<file path="config.mk">
export PLATFORM = sky130hd
export DESIGN_NAME = seg7_digit_monitor
export DESIGN_NICKNAME = d
export VERILOG_FILES = /design/src/rtl/seg7_digit_monitor.sv
export SDC_FILE = /design/constraint.sdc
export NUM_CORES = 1
export LEC_CHECK = 0
export ABC_AREA = 1
export ABC_CLOCK_PERIOD_IN_PS = 3700
export CAP_MARGIN = 10
export CORE_ASPECT_RATIO = 1.25
export CORE_MARGIN = 2
export CORE_UTILIZATION = 28
export CTS_BUF_LIST = sky130_fd_sc_hd__clkbuf_8 sky130_fd_sc_hd__clkbuf_16
export CTS_CLUSTER_DIAMETER = 40
export CTS_CLUSTER_SIZE = 25
export DETAILED_ROUTE_END_ITERATION = 7
export DONT_BUFFER_PORTS = 1
export GPL_TIMING_DRIVEN = 0
export HOLD_SLACK_MARGIN = 0.15
export PLACE_DENSITY_LB_ADDON = 0.15
export RECOVER_POWER = 50
export REMOVE_ABC_BUFFERS = 1
export SETUP_SLACK_MARGIN = 0.4
export SLEW_MARGIN = 30
export SYNTH_ARGS = -nofsm -noshare
export SYNTH_HDL_FRONTEND = slang
export SYNTH_SLANG_ARGS = --single-unit
</file>
<file path="constraint.sdc">
create_clock -name i_clk -period 3.7 [get_ports i_clk]
set_input_delay 0.37 -clock i_clk [delete_from_list [all_inputs] [get_ports i_clk]]
set_output_delay 0.37 -clock i_clk [all_outputs]
set_load 0.05 [all_outputs]
</file>
<file path="src/rtl/seg7_digit_monitor.sv">
// Seven-segment bus monitor: debounces the segment pattern, decodes it to a digit and
// checks that accepted digits step by +1 modulo 10, counting sequence and pattern errors.
module seg7_digit_monitor #(
  parameter int unsigned STABLE_CYCLES = 4,
  parameter int unsigned ERR_W         = 8
) (
  input  logic             i_clk,
  input  logic             i_rst,
  input  logic             i_en,
  input  logic             i_clear,
  input  logic [6:0]       i_segments,
  output logic [3:0]       o_digit,
  output logic             o_digit_stb,
  output logic             o_seq_err,
  output logic             o_bad_pat,
  output logic             o_locked,
  output logic [ERR_W-1:0] o_err_count
);

  localparam int unsigned CNT_W = (STABLE_CYCLES > 2) ? $clog2(STABLE_CYCLES) : 1;
  localparam logic [CNT_W-1:0] CNT_MAX = CNT_W'(STABLE_CYCLES - 1);

  localparam logic [0:0] StUnlocked = 1'b0;
  localparam logic [0:0] StLocked   = 1'b1;

  logic [6:0]       r_seg_q;
  logic [6:0]       r_last_pat;
  logic [CNT_W-1:0] r_cnt;
  logic [0:0]       r_state;
  logic [3:0]       r_digit;
  logic             r_digit_stb;
  logic             r_seq_err;
  logic             r_bad_pat;
  logic [ERR_W-1:0] r_err;

  logic [CNT_W-1:0] w_cnt_d;
  logic             w_accept;
  logic             w_dec_valid;
  logic [3:0]       w_dec_digit;
  logic [3:0]       w_exp_digit;
  logic [0:0]       w_state_d;
  logic [3:0]       w_digit_d;
  logic [6:0]       w_last_d;
  logic             w_stb_d;
  logic             w_seq_d;
  logic             w_bad_d;
  logic [ERR_W-1:0] w_err_d;

  always_comb begin
    w_dec_valid = 1'b1;
    w_dec_digit = 4'd0;
    case (r_seg_q)
      7'h3F:   w_dec_digit = 4'd0;
      7'h06:   w_dec_digit = 4'd1;
      7'h5B:   w_dec_digit = 4'd2;
      7'h4F:   w_dec_digit = 4'd3;
      7'h66:   w_dec_digit = 4'd4;
      7'h6D:   w_dec_digit = 4'd5;
      7'h7D:   w_dec_digit = 4'd6;
      7'h07:   w_dec_digit = 4'd7;
      7'h7F:   w_dec_digit = 4'd8;
      7'h6F:   w_dec_digit = 4'd9;
      default: w_dec_valid = 1'b0;
    endcase
  end

  // Counter value CNT_MAX means r_seg_q has been steady for STABLE_CYCLES samples.
  always_comb begin
    if (!i_en || i_clear || (i_segments != r_seg_q)) begin
      w_cnt_d = '0;
    end else if (r_cnt == CNT_MAX) begin
      w_cnt_d = r_cnt;
    end else begin
      w_cnt_d = r_cnt + 1'b1;
    end
  end

  assign w_accept    = i_en && !i_clear && (r_cnt == CNT_MAX) && (r_seg_q != r_last_pat);
  assign w_exp_digit = (r_digit == 4'd9) ? 4'd0 : r_digit + 4'd1;

  always_comb begin
    w_state_d = r_state;
    w_digit_d = r_digit;
    w_last_d  = r_last_pat;
    w_stb_d   = 1'b0;
    w_seq_d   = 1'b0;
    w_bad_d   = 1'b0;
    if (i_clear) begin
      w_state_d = StUnlocked;
      w_last_d  = 7'h00;
    end else if (w_accept) begin
      w_last_d = r_seg_q;
      if (w_dec_valid) begin
        w_digit_d = w_dec_digit;
        w_stb_d   = 1'b1;
        w_state_d = StLocked;
        w_seq_d   = (r_state == StLocked) && (w_dec_digit != w_exp_digit);
      end else if (r_seg_q == 7'h00) begin
        w_state_d = StUnlocked;
      end else begin
        w_bad_d   = 1'b1;
        w_state_d = StUnlocked;
      end
    end
  end

  always_comb begin
    if (i_clear) begin
      w_err_d = '0;
    end else if ((w_seq_d || w_bad_d) && (r_err != {ERR_W{1'b1}})) begin
      w_err_d = r_err + ERR_W'(1);
    end else begin
      w_err_d = r_err;
    end
  end

  always_ff @(posedge i_clk or posedge i_rst) begin
    if (i_rst) begin
      r_seg_q     <= 7'h00;
      r_last_pat  <= 7'h00;
      r_cnt       <= '0;
      r_state     <= StUnlocked;
      r_digit     <= 4'd0;
      r_digit_stb <= 1'b0;
      r_seq_err   <= 1'b0;
      r_bad_pat   <= 1'b0;
      r_err       <= '0;
    end else begin
      r_seg_q     <= i_segments;
      r_last_pat  <= w_last_d;
      r_cnt       <= w_cnt_d;
      r_state     <= w_state_d;
      r_digit     <= w_digit_d;
      r_digit_stb <= w_stb_d;
      r_seq_err   <= w_seq_d;
      r_bad_pat   <= w_bad_d;
      r_err       <= w_err_d;
    end
  end

  assign o_digit     = r_digit;
  assign o_digit_stb = r_digit_stb;
  assign o_seq_err   = r_seq_err;
  assign o_bad_pat   = r_bad_pat;
  assign o_locked    = (r_state == StLocked);
  assign o_err_count = r_err;

endmodule

</file>
==> impl_metrics.csv <==
group,metric,value,unit
outcome,outcome,"complete, no violations",
timing,finalCriticalPeriod,2.14,ns
synth,synth_area_leaders,"dfrtp_1, nand2_1, nand3_1, nand3_2, inv_1",
floorplanning,die_h,98.5,um
synth,synth-seq-cells,32,
cells_and_area,fin_area,0.00224,mm2
setup_path,cp_max_fo,9,
global_routing,overflow,0,
setup_path,critical_path_arrival,2.37,ns
place,pre_cts_ws,1.26,ns
setup_path,max_stage_delay,0.73,ns
global_routing,grt_usage,13.0,%
floorplanning,die-area,0.00784,mm2
worst_hold_path,min-delay-start,"i_clear",
job,drv_cap,0,
cells_and_area,nNetsFinal,271,
clock_tree,path_clk_slew,0.07,ns
synth,synth_compound_area_share,5.69,%
worst_hold_path,hold-path-endpoint,"o_locked$_DFFE_PP0P_",
timing,hold_viol,0,
timing,rsz0062_at_grt,"no",
routing,postRouteAntennaNets,0,
synth,yosysTopAreaCell,"dfrtp_1",
clock_tree,ctsHtreeMaxLevel,2,
setup_path,worstSetupPathType,"reg2reg",
timing,fin_ws,1.56,ns
setup_path,worstPathRequired,3.92,ns
power,p_leak,1.13,nW
cells_and_area,syn_to_final_growth,12.1,%
place,io_buffers,0,
power,powerDensity,313,mW/mm2
timing,worst_pin_slew,1.31,ns
setup_path,cpMaxStageDelayCell,"dfrtp_1",
routing,vias,1610,
power,pwr-share-seq,51.8,%
timing,fin_crit_sh,58.0,%
power,p_comb_share,7.2,%
power,power.switching,0.181,mW
synth,synth-seq-area-share,40.1,%
power,p_sw_share,25.8,%
place,gp_congestion,0.765,
synth,muxShareOfSynthArea,0,%
synth,syn_area,0.00200,mm2
timing,clock_skew,0.00389,ns
synth,synth-adder-area-share,1.25,%
timing,maxClockFrequency,0.466,GHz
timing,setup_viol,0,
routing,drcViolationCount,0,
cells_and_area,n_antenna_cell,0,
synth,yosys.area_share.simple,38.0,%
global_routing,grt_max_degree,33,
clock_tree,clock_sinks,32,
synth,synth_top_area_share,40.1,%
cells_and_area,drive_gt1_share,16.6,%
power,pwr-share-clk,41.0,%
place,hpwl,3240,um
timing,drv_slew,0,
power,peakVddDrop,144,uV
worst_hold_path,hold_depth,1,
floorplanning,ios,27,
synth,netlist_instances,251,
synth,yosysWarningCount,0,
clock_tree,post_cts_buffers,0,
synth,avgSynthCellArea,7.97,um2
timing,max-slew-margin-rel,12.3,%
clock_tree,clkLatencyLatePin,0.28,ns
synth,synth_top_family_by_area,"simple AND/OR/NAND/NOR gates",
setup_path,crit_path_end_kind,"flip-flop",
routing,drtIter0Drc,64,
clock_tree,ctsResizeCount,0,
floorplanning,die_x,79.6,um
routing,wl_per_cell,13.0,um
setup_path,r2r_cells,9,
clock_tree,cts_tree,"yes",
setup_path,rrSetupSlack,1.56,ns
place,place_area,0.00207,mm2
setup_path,cp_common_cell,"nand2_1",
setup_path,crit_path_start_kind,"flip-flop",
clock_tree,postCtsHoldBufs,8,
power,p_int,0.520,mW
synth,synth_cell_types,29,
clock_tree,cts_buffers,5,
clock_tree,cts_root_buffer,"clkbuf_8",
synth,synth_xor_area_share,7.01,%
timing,fin_setup_tns,0,ns
global_routing,antenna_found_initial,0,
setup_path,path_cells,"ha_1, nand2_1, inv_1, nand2_1, nor2_1, nand3_2, nand2_8, nand3_2, nand2_1",
routing,drt_pre_antenna_iters,4,
global_routing,grt_pass1_vias,1636,
routing,wl,4520,um
worst_hold_path,hold_path.class,"in2reg",
floorplanning,num_rows,34,
floorplanning,initial_core_util,28.8,%
floorplanning,core-area,0.00693,mm2
setup_path,reg2reg_to,"o_err_count[7]$_DFFE_PP0P_",
routing,vias_per_cell,4.61,
global_routing,grt_pass1_wl,8020,um
setup_path,timing.rr.start,"o_err_count[0]$_DFFE_PP0P_",
clock_tree,cts_buffer_depth,2,
cell families (layout without fill, tap and decap cells):
family                     after synthesis  after routing
adders and majority gates                2              2
xor gates and xnor gates                16             16
DFF                                     32             32
buffers and inverters                   39             47
AOI/OAI and AO/OA                       20             20
and+or+nand+nor                        142            142
layer usage:
| metal | GRT usage [%] | share of wire, % | vias to the layer above |
|---|---|---|---|
| li1 | - | - | 814 |
| met1 | 16.0 | 44 | 754 |
| met3 | 3.21 | 4.4 | 5 |
| met2 | 22.2 | 50 | 37 |
| met5 | 0 | 0 | - |
| met4 | 4.38 | 1.4 | 0 |
worst max path at each step:
stage                                          start                    endpoint  slack, ns  depth (start not counted)
after CTS                 o_err_count[0]$_DFFE_PP0P_  o_err_count[7]$_DFFE_PP0P_       1.54                          9
final                     o_err_count[0]$_DFFE_PP0P_  o_err_count[7]$_DFFE_PP0P_       1.56                          9
after floorplan                              i_clear  o_err_count[0]$_DFFE_PP0P_       1.76                         12
after detailed placement                     i_clear  o_err_count[1]$_DFFE_PP0P_       1.26                         12
after global routing      o_err_count[0]$_DFFE_PP0P_  o_err_count[6]$_DFFE_PP0P_       1.40                          9
after global placement                       i_clear  o_err_count[6]$_DFFE_PP0P_       1.29                         12
flip-flops by register name, summed over array words and instances (netlist names):
register     cells
o_digit_stb      1
o_locked         1
o_bad_pat        1
o_seq_err        1
o_err_count      8
r_seg_q          7
r_last_pat       7
r_cnt            2
o_digit          4
through the flow:
stage / total power, mW / utilization [%] / cells / hold slack, ns
4_1_cts: 0.715 / 32.3 / 349 / 0.168
3_3_place_gp: 0.416 / 29.8 / 333 / 0.402
6_report: 0.701 / 32.3 / 349 / 0.180
3_5_place_dp: 0.415 / 29.8 / 333 / 0.402
5_1_grt: 0.740 / 32.3 / 349 / 0.159
2_1_floorplan: 0.402 / - / 243 / 0.401
critical path, delay by kind of cell (launching register included):
family                   cells  cell delay [ns]
buffers and inverters        1             0.12
adder cells (fa/ha/maj)      1             0.27
flip-flops                   1             0.73
AND/OR/NAND/NOR              7             0.96
power by group through the flow:
stage / sequential, mW / clock [mW] / combinational [mW]
2_1_floorplan: 0.367 / 0 / 0.0346
3_3_place_gp: 0.370 / 0 / 0.0457
3_5_place_dp: 0.370 / 0 / 0.0454
4_1_cts: 0.363 / 0.300 / 0.0523
5_1_grt: 0.364 / 0.317 / 0.0587
6_report: 0.363 / 0.287 / 0.0503
layout make-up:
type                       count  area [um2]
fill                         753        4690
multi-input combinational    180        1040
sequential                    32         801
inverter                      31         116
tap                           90         113
clock buffer                   6        82.6
timing repair buffer           8        80.1
clock inverter                 2        11.3
cell usage in the layout, fill, tap and decap left out:
master         count
a2111oi_0          1
a211oi_1           1
a21oi_1            1
clkbuf_8           6
clkinvlp_4         1
dfrtp_1           32
dlygate4sd3_1      8
ha_1               2
inv_1             27
inv_2              5
nand2_1           56
nand2_2            7
nand2_4            3
nand2_8            2
nand3_1           22
nand3_2           10
nand4_1           10
nor2_1            22
nor2_2             5
nor2_4             3
nor3_1             1
o211ai_1           1
o21ai_0           13
o21ai_1            1
o21bai_1           1
o31ai_1            1
or2_2              1
xnor2_1            5
xor2_1            11
cells in the mapped netlist (all sizes together):
master,instances
nor2,30
o21bai,1
nand4,10
dfrtp,32
a2111oi,1
a21oi,1
xnor2,5
nand3,32
clkbuf,1
or2,1
nor3,1
o211ai,1
o21ai,14
inv,31
a211oi,1
o31ai,1
buf,7
xor2,11
ha,2
nand2,68
Power figures use the tool's default switching activity.
